--- config.mk ---
export PLATFORM = sky130hd
export DESIGN_NAME = serial_frame_rx
export DESIGN_NICKNAME = d
export VERILOG_FILES = /design/src/rtl/serial_frame_pkg.sv /design/src/rtl/serial_frame_rx.sv
export SDC_FILE = /design/constraint.sdc
export NUM_CORES = 1
export LEC_CHECK = 0
export BUFFER_PORTS_ARGS = -buffer_cell sky130_fd_sc_hd__clkbuf_2
export CAP_MARGIN = 20
export CORE_AREA = 2 2 58 60
export DETAILED_ROUTE_END_ITERATION = 6
export DIE_AREA = 0 0 60 62
export SYNTH_ARGS = -nofsm -noshare
export SYNTH_HDL_FRONTEND = slang
export SYNTH_SLANG_ARGS = --single-unit
--- constraint.sdc ---
create_clock -name i_clk -period 2.35 [get_ports i_clk]
set_input_delay 0.235 -clock i_clk [delete_from_list [all_inputs] [get_ports i_clk]]
set_output_delay 0.235 -clock i_clk [all_outputs]
set_load 0.05 [all_outputs]
--- src/rtl/serial_frame_pkg.sv ---
// Shared definitions for the on-chip serial link (receive and transmit ends).
package serial_frame_pkg;

    typedef enum logic [2:0] {
        IDLE,
        DATA,
        PARITY,
        STOP,
        BREAK
    } state_t;

    localparam logic START_BIT  = 1'b0;
    localparam logic STOP_BIT   = 1'b1;
    localparam logic IDLE_LEVEL = 1'b1;

    // Widest data word the parity helper accepts; narrower words are zero-extended.
    localparam int MAX_DWIDTH = 64;

    // Expected parity bit for a data word: even parity, inverted for odd parity.
    function automatic logic calc_parity(input logic [MAX_DWIDTH-1:0] data, input logic odd);
        return (^data) ^ odd;
    endfunction

endpackage

--- src/rtl/serial_frame_rx.sv ---
// Serial frame receiver: start bit, DWIDTH data bits MSB first, optional parity,
// stop bit. Bits are taken only on strobe edges; results leave as registered pulses.
module serial_frame_rx
    import serial_frame_pkg::*;
#(
    parameter int DWIDTH     = 8,
    parameter int PARITY_EN  = 1,
    parameter int PARITY_ODD = 0
) (
    input  logic              i_clk,
    input  logic              i_rst,
    input  logic              i_ser_in,
    input  logic              i_ser_en,
    output logic [DWIDTH-1:0] o_par_out,
    output logic              o_valid,
    output logic              o_parity_err,
    output logic              o_frame_err,
    output logic              o_busy
);

    localparam int CW = $clog2(DWIDTH + 1);

    state_t            state;
    state_t            state_next;
    logic [CW-1:0]     cnt;
    logic [CW-1:0]     cnt_next;
    logic [DWIDTH-1:0] shift;
    logic [DWIDTH-1:0] shift_next;
    logic              perr_flag;
    logic              perr_flag_next;
    logic              load_word;
    logic              frame_bad;

    // Next-state and datapath decode; everything holds unless the strobe is high.
    always_comb begin
        state_next     = state;
        cnt_next       = cnt;
        shift_next     = shift;
        perr_flag_next = perr_flag;
        load_word      = 1'b0;
        frame_bad      = 1'b0;
        if (i_ser_en) begin
            case (state)
                IDLE: begin
                    if (i_ser_in == START_BIT) begin
                        state_next     = DATA;
                        cnt_next       = '0;
                        perr_flag_next = 1'b0;
                    end
                end
                DATA: begin
                    shift_next = DWIDTH'({shift, i_ser_in});
                    cnt_next   = cnt + CW'(1);
                    if (cnt == CW'(DWIDTH - 1)) begin
                        state_next = (PARITY_EN != 0) ? PARITY : STOP;
                    end
                end
                PARITY: begin
                    perr_flag_next = (i_ser_in != calc_parity(MAX_DWIDTH'(shift), PARITY_ODD != 0));
                    state_next     = STOP;
                end
                STOP: begin
                    if (i_ser_in == STOP_BIT) begin
                        load_word  = 1'b1;
                        state_next = IDLE;
                    end else begin
                        frame_bad  = 1'b1;
                        state_next = BREAK;
                    end
                end
                BREAK: begin
                    // Held-low line is ignored until it returns high.
                    if (i_ser_in == IDLE_LEVEL) begin
                        state_next = IDLE;
                    end
                end
                default: state_next = IDLE;
            endcase
        end
    end

    // State, datapath and output registers; pulses self-clear every cycle.
    always_ff @(posedge i_clk) begin
        if (i_rst) begin
            state        <= IDLE;
            cnt          <= '0;
            shift        <= '0;
            perr_flag    <= 1'b0;
            o_par_out    <= '0;
            o_valid      <= 1'b0;
            o_parity_err <= 1'b0;
            o_frame_err  <= 1'b0;
        end else begin
            state       <= state_next;
            cnt         <= cnt_next;
            shift       <= shift_next;
            perr_flag   <= perr_flag_next;
            o_valid     <= load_word;
            o_frame_err <= frame_bad;
            if (load_word) begin
                o_par_out    <= shift;
                o_parity_err <= perr_flag;
            end
        end
    end

    assign o_busy = (state != IDLE);

endmodule

==> qor.yml, run 1 <==
sta:
  setup_tns_ns: 0
  maxSlewHeadroom: 0.624
  rsz0062_at_grt: "no"
  finClkSkew_ns: 0.0112
  max_freq_mhz: 633
  period_minus_slack_ns: 1.58
  finalSetupViolCount: 0
  worstMarginPinSlew_ns: 0.563
  period_share: 0.673
  slew_violations: 0
  setup_ws_ns: 0.770
  hold_violations: 0
worst_setup_path:
  r2r-start: "state[1]"
  slowest_delay_ns: 0.40
  r2r_end: "cnt[3]"
  setup.worst_path.start_class: "flop"
  path_max_fanout: 9
  crit_chain: "or3_1, clkbuf_2"
  crit_slowest_cell: "dfxtp_1"
  path_class: "flop to output port"
  reg2regPathDepth: 4
  worstPathArrival_ns: 1.35
  reg2reg_slack_ns: 0.78
  cp.required_ns: 2.12
  endpoint_kind: "output port"
logic_synthesis:
  synth-seq-area-share: 0.461
  post_synth_instance_area_um2: 1170
  synthesis.nets: 135
  syn_area_per_cell_um2: 9.03
  yosys_warnings: 0
  ys_ff_latch: 27
  synthCells: 130
  synth_cell_types: 33
detailed_routing:
  drcViolationCount: 0
  via_per_inst: 4.74
  firstDrtPassIters: 4
  drt_iter0_drc: 9
  wirelength_um: 2070
  vias: 886
  wl_per_cell_um: 11.1
  drtAntennaViolNets: 0
cts:
  cts_setup_buffers: 0
  hold_buffers: 0
  clk_latency_ns: 0.32
  root_buffer: "clkbuf_4"
  clock_path_buffers: 2
  cts_tree: "built"
  cts-htree-levels: 1
  numClockSinks: 27
  numCtsBuffers: 3
  cts_resized: 0
  clkTransAtPathRegs_ns: 0.14
floorplan:
  ios: 16
  core_area_um2: 3180
  die_w_um: 60
  dieArea_um2: 3720
  rows: 21
  die_y_um: 62
  start_util: 0.369
placed_design:
  port_buffers: 15
  hpwl_um: 1460
  place.gp.congestion: 0.743
  dp_cells: 183
  place_ws_ns: 0.809
worst_hold_path:
  hold_class: "input pin to flop"
  hold_depth: 2
  holdCritStartpoint: "i_ser_in"
  hold_end: "o_frame_err"
power_and_ir_drop:
  leakage_uw: 0.000556
  power_density_nw_per_um2: 549
  ir_drop_v: 0.000236
grt:
  antenna_found_initial: 0
  gr-total-overflow: 0
  grt_pass1_wl_um: 3480
  grt_pass1_vias: 821
  grtUsageTotal: 0.123
  grt_max_degree: 29
finish:
  n_antenna_cell: 0
  layout-drive-gt1-share: 0.142
  final_nets: 147
  syn_to_final_growth_pct: 9.38
  fillers: 317
  final_common_cell: "dfxtp_1"
  final_util: 0.404
  finalNonFillerCells: 187
  layout_common_cells: "dfxtp_1 (27), nand2_1 (19), nor2_1 (18), clkbuf_2 (15), a21oi_1 (12)"
run_status:
  status: "finished, final reports clean"
run:
  drv_cap: 0
## report_power, final
part	leakage (µW)	internal, µW	switching (µW)
clock network	0.0000139	64.9	134
logic	0.000324	14.3	27.5
registers	0.000218	461	4.21
## through the flow
step	area (µm²)	power [µW]	hold slack (ns)
floorplan	1170	508	0.417
global route	1280	739	0.208
global placement	1250	516	0.469
finish	1280	705	0.206
CTS	1280	716	0.210
detailed placement	1250	517	0.486
## critical path, delay by kind of cell, from the launching register on
family,cells,cell delay (ns)
DFF,1,0.40
and+or+nand+nor,1,0.39
buffers and inverters,1,0.24
## logic make-up (layout without fill, tap and decap cells)
group	count (synthesis)	in the layout	share of synthesized area
AND/OR/NAND/NOR	56	56	0.232
flip-flops	27	27	0.461
AO/OA/AOI/OAI	21	21	0.109
buffers and inverters	10	21	0.0544
multiplexers	9	9	0.0768
XOR/XNOR	6	6	0.0565
adder cells (fa/ha/maj)	1	1	0.0107
## flip-flops by register name, indices dropped and copies added (netlist names)
signal        count
cnt               4
o_frame_err       1
o_par_out         8
perr_flag         1
o_valid           1
shift             8
o_parity_err      1
state             3
## cells in the mapped netlist (all sizes together)
cell type	instances	area share
nand2b	2	0.011
or2	2	0.011
nor2b	1	0.0053
and3	2	0.011
clkbuf	4	0.014
xnor2	3	0.022
a311oi	2	0.015
dfxtp	27	0.46
nand3b	1	0.0064
nand4b	2	0.015
ha	1	0.011
o311ai	1	0.0075
nor2	18	0.058
mux2i	9	0.077
or2b	1	0.0064
nand2	19	0.061
nor3	2	0.0085
xnor3	1	0.019
buf	5	0.037
xor2	2	0.015
nand3	2	0.0085
nand4bb	2	0.019
o211ai	1	0.0064
inv	1	0.0032
o21ai	2	0.0085
or3	1	0.0053
a41oi	1	0.0075
and3b	1	0.0075
a21oi	12	0.051
a22oi	2	0.013
## cell type report
cell class                 count  area (µm²)  area share
multi-input combinational     93         569       0.443
sequential                    27         541       0.421
timing repair buffer          16        82.6      0.0643
tap                           46        57.6      0.0448
clock buffer                   3        22.5      0.0175
clock inverter                 1        7.51     0.00585
inverter                       1        3.75     0.00292
## how the worst max path moves through the flow
stage	slack [ns]	start	end	cells after the start
2_1_floorplan	1.09	state[0]	o_parity_err	6
3_3_place_gp	0.85	state[0]	o_par_out[0]	4
3_5_place_dp	0.81	state[0]	o_par_out[4]	4
4_1_cts	0.76	state[1]	o_busy	2
5_1_grt	0.64	state[1]	cnt[3]	4
6_report	0.77	state[1]	o_busy	2
## layer usage
metal	wire length (µm)	vias to the layer above	global-route usage
met5	0	-	0
met4	0	0	0.0444
met3	74	0	0.0290
met2	916	15	0.205
met1	1080	402	0.157
li1	-	469	-
(Power assumes the default switching activity.)
==> run 2, diff against run 1 <==
==> constraint.sdc (replaced) <==
create_clock -name i_clk -period 1.4 [get_ports i_clk]
set_input_delay 0.14 -clock i_clk [delete_from_list [all_inputs] [get_ports i_clk]]
set_output_delay 0.14 -clock i_clk [all_outputs]
set_load 0.05 [all_outputs]
==> run 2 against run 1 <==
Against the previous run: the flow now finishes with violations (negative setup slack); sequential power grew 67%; non-clock buffer count grew 11; routed wire length grew 18%; die area is the same; utilization grew 3.8 points; register-to-register slack lost 0.77 ns; clock skew shrank 0.0099 ns; first-iteration DRC count grew to 3.8 times the previous value; cell count grew 5.9%; worst setup slack lost 0.85 ns; worst hold slack lost 0.054 ns; clock-buffer cell count is the same; largest cell class unchanged.
==> qor.yml, run 2 (synthesis gave the netlist of run 1 again) <==
run_status:
  status: "complete, but fails checks"
  violations: "negative setup slack"
placed_design:
  place.gp.congestion: 0.754
  hpwl_um: 1750
  dp_cells: 191
  port_buffers: 15
grt:
  met3_usage: 0.0393
  gr-total-overflow: 0
  met1_usage: 0.158
  grt_pass1_vias: 937
  grt_max_degree: 17
  antenna_found_initial: 0
  grt_pass1_wl_um: 3980
  grtUsageTotal: 0.145
  grtUsageMet2: 0.266
  top_usage_layer: "met2"
cts:
  cts-htree-levels: 1
  numCtsBuffers: 3
  clkTransAtPathRegs_ns: 0.15
  clk_latency_ns: 0.33
  root_buffer: "clkbuf_4"
  cts_tree: "built"
  numClockSinks: 27
  clock_path_buffers: 2
worst_setup_path:
  cp_num_buf_inv: 2
  crit_chain: "buf_6, or3_4, buf_8"
  path_max_fanout: 5
  cpLargestDelayFamily: "simple AND/OR/NAND/NOR gates"
  crit_slowest_cell: "or3_4"
  cp.required_ns: 1.26
  crit_start: "state[1]"
  path_class: "flop to output port"
  setup.worst_path.start_class: "flop"
  slowest_delay_ns: 0.38
  endpoint_kind: "output port"
  worstPathArrival_ns: 1.35
  r2r-start: "state[2]"
finish:
  layout_common_cells: "dfxtp_1 (22), nand2_1 (19), nor2_1 (17), clkbuf_2 (14), a21oi_1 (12)"
  final_util: 0.442
  largestRegisters: "o_par_out x8, shift x8, cnt x4"
  final_nets: 158
  syn_to_final_growth_pct: 19.7
  n_antenna_cell: 0
  final_common_cell: "dfxtp_1"
  layout-drive-gt1-share: 0.263
  fillers: 309
  finalNonFillerCells: 198
sta:
  rsz0062_at_grt: "yes"
  period_minus_slack_ns: 1.49
  hold_violations: 0
  max_freq_mhz: 673
  worstMarginPinSlew_ns: 0.316
  finalSetupViolCount: 1
  period_share: 1.06
  slew_violations: 0
  finClkSkew_ns: 0.00135
  maxSlewHeadroom: 0.787
  setup_ws_ns: -0.0853
power_and_ir_drop:
  p_sw_frac: 0.246
  ir_drop_v: 0.000754
  clkPwrFrac: 0.286
  power_density_nw_per_um2: 870
  power_switching_uw: 301
  leakage_uw: 0.000620
  power_frac_comb: 0.078
  p_seq_frac: 0.635
  internal-power_uw: 922
detailed_routing:
  drcViolationCount: 0
  firstDrtPassIters: 4
  wl_per_cell_um: 12.3
  vias: 983
  wirelength_um: 2440
  drtAntennaViolNets: 0
  drt_iter0_drc: 34
  via_per_inst: 4.96
run:
  drv_cap: 0
floorplan:
  rows: 21
  die_w_um: 60
  ios: 16
  die_y_um: 62
  dieArea_um2: 3720
  core_area_um2: 3180
  start_util: 0.369
worst_hold_path:
  holdCritStartpoint: "i_ser_in"
  hold_class: "input pin to flop"
[run 2: path summary, 6_finish.rpt]
path / end / slack (ns) / cells past startpoint
setup reg to reg: cnt[2] / 0.01 / 5
hold reg to reg: shift[1] / 0.49 / 2
hold / removal: o_frame_err / 0.15 / 3
setup / recovery: o_busy / -0.09 / 3
[run 2: metal layers]
| metal | wire length, µm | vias to the layer above |
|---|---|---|
| met3 | 97 | 4 |
| met5 | 0 | - |
| met1 | 1040 | 466 |
| met4 | 32 | 0 |
| met2 | 1260 | 26 |
| li1 | - | 487 |
[run 2: what timing repair did]
item / 4_1_cts / 5_1_grt
setup endpoints to repair: 3 / 10
gates resized for setup: 8 / 8
pin swaps: 1 / 3
setup buffers: 3 / 0
hold buffers: 0 / 0
[run 2: cell type report]
type | instances | area, µm² | share of cell area
tap | 46 | 57.6 | 0.0410
timing repair buffer | 27 | 183 | 0.130
clock inverter | 1 | 7.51 | 0.00534
multi-input combinational | 93 | 584 | 0.416
clock buffer | 3 | 22.5 | 0.0160
sequential | 27 | 547 | 0.389
inverter | 1 | 3.75 | 0.00267
[run 2: worst reg2reg max path, delay by kind of cell (launching register included)]
kind,cells,cell delay [ns]
DFF,1,0.35
AOI/OAI and AO/OA,1,0.27
and+or+nand+nor,2,0.43
buffers and inverters,2,0.25
[run 2: power by group through the flow]
| stage | Combinational (µW) | Sequential, µW | Clock [µW] |
|---|---|---|---|
| floorplan | 60.7 | 792 | 0 |
| global placement | 84.9 | 793 | 0 |
| detailed placement | 87.1 | 793 | 0 |
| CTS | 91.7 | 777 | 364 |
| global route | 104 | 778 | 388 |
| finish | 95.8 | 777 | 350 |
[run 2: metrics by stage]
stage	setup TNS [ns]	worst slack (ns)	area [µm²]	total power, µW	hold WS (ns)
global route	-0.191	-0.115	1410	1270	0.173
CTS	-0.137	-0.104	1390	1230	0.158
finish	-0.0853	-0.0853	1410	1220	0.152
global placement	0	0.0789	1310	878	0.463
floorplan	0	0.145	1170	853	0.322
detailed placement	-0.0137	-0.0137	1310	881	0.484
==> run 3, diff against run 2 <==
==> constraint.sdc (replaced) <==
create_clock -name i_clk -period 1.8 [get_ports i_clk]
set_input_delay 0.18 -clock i_clk [delete_from_list [all_inputs] [get_ports i_clk]]
set_output_delay 0.18 -clock i_clk [all_outputs]
set_load 0.05 [all_outputs]
==> run 3 against run 2 <==
Against the previous run: the flow now finishes without violations; sequential cell count did not move; largest power group unchanged; non-clock buffer count fell by 10; worst hold slack lost 0.026 ns; power shrank 24%; sequential share of layout area is 2.9 points higher.
==> qor.yml, run 3 (synthesis gave the netlist of run 1 again) <==
worst_hold_path:
  hold_depth: 2
  hold_class: "input pin to flop"
finish:
  syn_to_final_growth_pct: 10.0
  final_util: 0.406
  multiInputGateArea_um2: 569
  layout-drive-gt1-share: 0.148
  fillers: 326
  stdcell_area_um2: 1290
  final_nets: 148
  n_antenna_cell: 0
  finalNonFillerCells: 188
  layout_common_cells: "dfxtp_1 (27), nand2_1 (19), nor2_1 (18), clkbuf_2 (15), a21oi_1 (12)"
  largestRegisters: "o_par_out x8, shift x8, cnt x4"
  final_common_cell: "dfxtp_1"
  seq_area_um2: 541
detailed_routing:
  wl_met1_um: 995
  drt_iter0_drc: 31
  top_layer_used: "met4"
  drcViolationCount: 0
  vias: 929
  wl_per_cell_um: 11.1
  met2_wirelength_um: 1010
  via_per_inst: 4.94
  firstDrtPassIters: 4
  dr_wl_met3_um: 73
  wirelength_um: 2100
  drtAntennaViolNets: 0
sta:
  finalSetupViolCount: 0
  rsz0062_at_grt: "no"
  setup_tns_ns: 0
  max_freq_mhz: 651
  finClkSkew_ns: 0.00448
  setup_ws_ns: 0.265
  period_minus_slack_ns: 1.54
  worstMarginPinSlew_ns: 0.550
  slew_violations: 0
  period_share: 0.853
  hold_violations: 0
  maxSlewHeadroom: 0.634
grt:
  grt_pass1_wl_um: 3570
  gr-total-overflow: 0
  grt_pass1_vias: 854
  grt_max_degree: 29
  antenna_found_initial: 0
  grtUsageTotal: 0.126
cts:
  numClockSinks: 27
  cts-htree-levels: 1
  clock_path_buffers: 2
  cts_setup_buffers: 0
  cts_resized: 0
  root_buffer: "clkbuf_4"
  clk_latency_ns: 0.32
  clkTransAtPathRegs_ns: 0.14
  cts_tree: "built"
  hold_buffers: 0
  numCtsBuffers: 3
power_and_ir_drop:
  ir_drop_v: 0.000443
  power_switching_uw: 220
  power_frac_comb: 0.061
  power_density_nw_per_um2: 717
  internal-power_uw: 706
  leakage_uw: 0.000561
  clkPwrFrac: 0.283
  p_sw_frac: 0.237
  p_seq_frac: 0.656
worst_setup_path:
  path_class: "flop to flop"
  worstPathArrival_ns: 1.75
  crit_cells: 4
  cp_num_buf_inv: 0
  crit_slowest_cell: "or2_1"
  crit_chain: "nand4b_1, or2_1, mux2i_1, nor2_1"
  setup.worst_path.start_class: "flop"
  endpoint_kind: "flop"
  cp.required_ns: 2.01
  path_max_fanout: 10
  cpLargestDelayFamily: "simple AND/OR/NAND/NOR gates"
  reg2regPathDepth: 4
  slowest_delay_ns: 0.47
floorplan:
  dieArea_um2: 3720
  die_y_um: 62
  start_util: 0.369
  core_area_um2: 3180
  ios: 16
  die_w_um: 60
  rows: 21
placed_design:
  hpwl_um: 1480
  port_buffers: 15
  dp_cells: 184
  place_ws_ns: 0.261
  place.gp.congestion: 0.816
  place_area_um2: 1260
run_status:
  status: "finished, final reports clean"
run:
  drv_cap: 0
run 3: changes by cell type in the layout (fill, tap and decap cells not counted), sizes merged:
cell    change
buf        -11
clkbuf      +1
run 3: power by group through the flow:
| stage | Clock (µW) | Sequential, µW | Combinational, µW |
|---|---|---|---|
| 4_1_cts | 280 | 607 | 56.7 |
| 3_3_place_gp | 0 | 619 | 56.3 |
| 3_5_place_dp | 0 | 619 | 56.3 |
| 5_1_grt | 303 | 608 | 62.3 |
| 2_1_floorplan | 0 | 616 | 47.2 |
| 6_report | 262 | 607 | 56.4 |
run 3: through the flow:
stage          hold WS (ns)  power [µW]
5_1_grt               0.125         973
3_5_place_dp          0.467         676
4_1_cts               0.121         944
2_1_floorplan         0.362         664
3_3_place_gp          0.460         676
6_report              0.126         925
run 3: final timing paths:
| kind | start | endpoint | slack, ns |
|---|---|---|---|
| setup / recovery | state[2] | o_par_out[6] | 0.26 |
| hold / removal | i_ser_in | o_frame_err | 0.13 |
| setup reg to reg | state[2] | o_par_out[6] | 0.26 |
| hold reg to reg | shift[7] | shift[7] | 0.50 |
run 3: final cells by class:
type                    instances  share of cell area
multi-input cells              93               0.441
flip-flops and latches         27               0.419
repair buffers                 17              0.0698
well taps                      46              0.0446
clock buffers                   3              0.0174
clock inverters                 1             0.00581
inverters                       1             0.00291
run 3: layer usage:
metal,global-route usage,up-vias
li1,-,466
met1,0.143,439
met2,0.230,22
met3,0.0373,2
met5,0,-
met4,0.0381,0
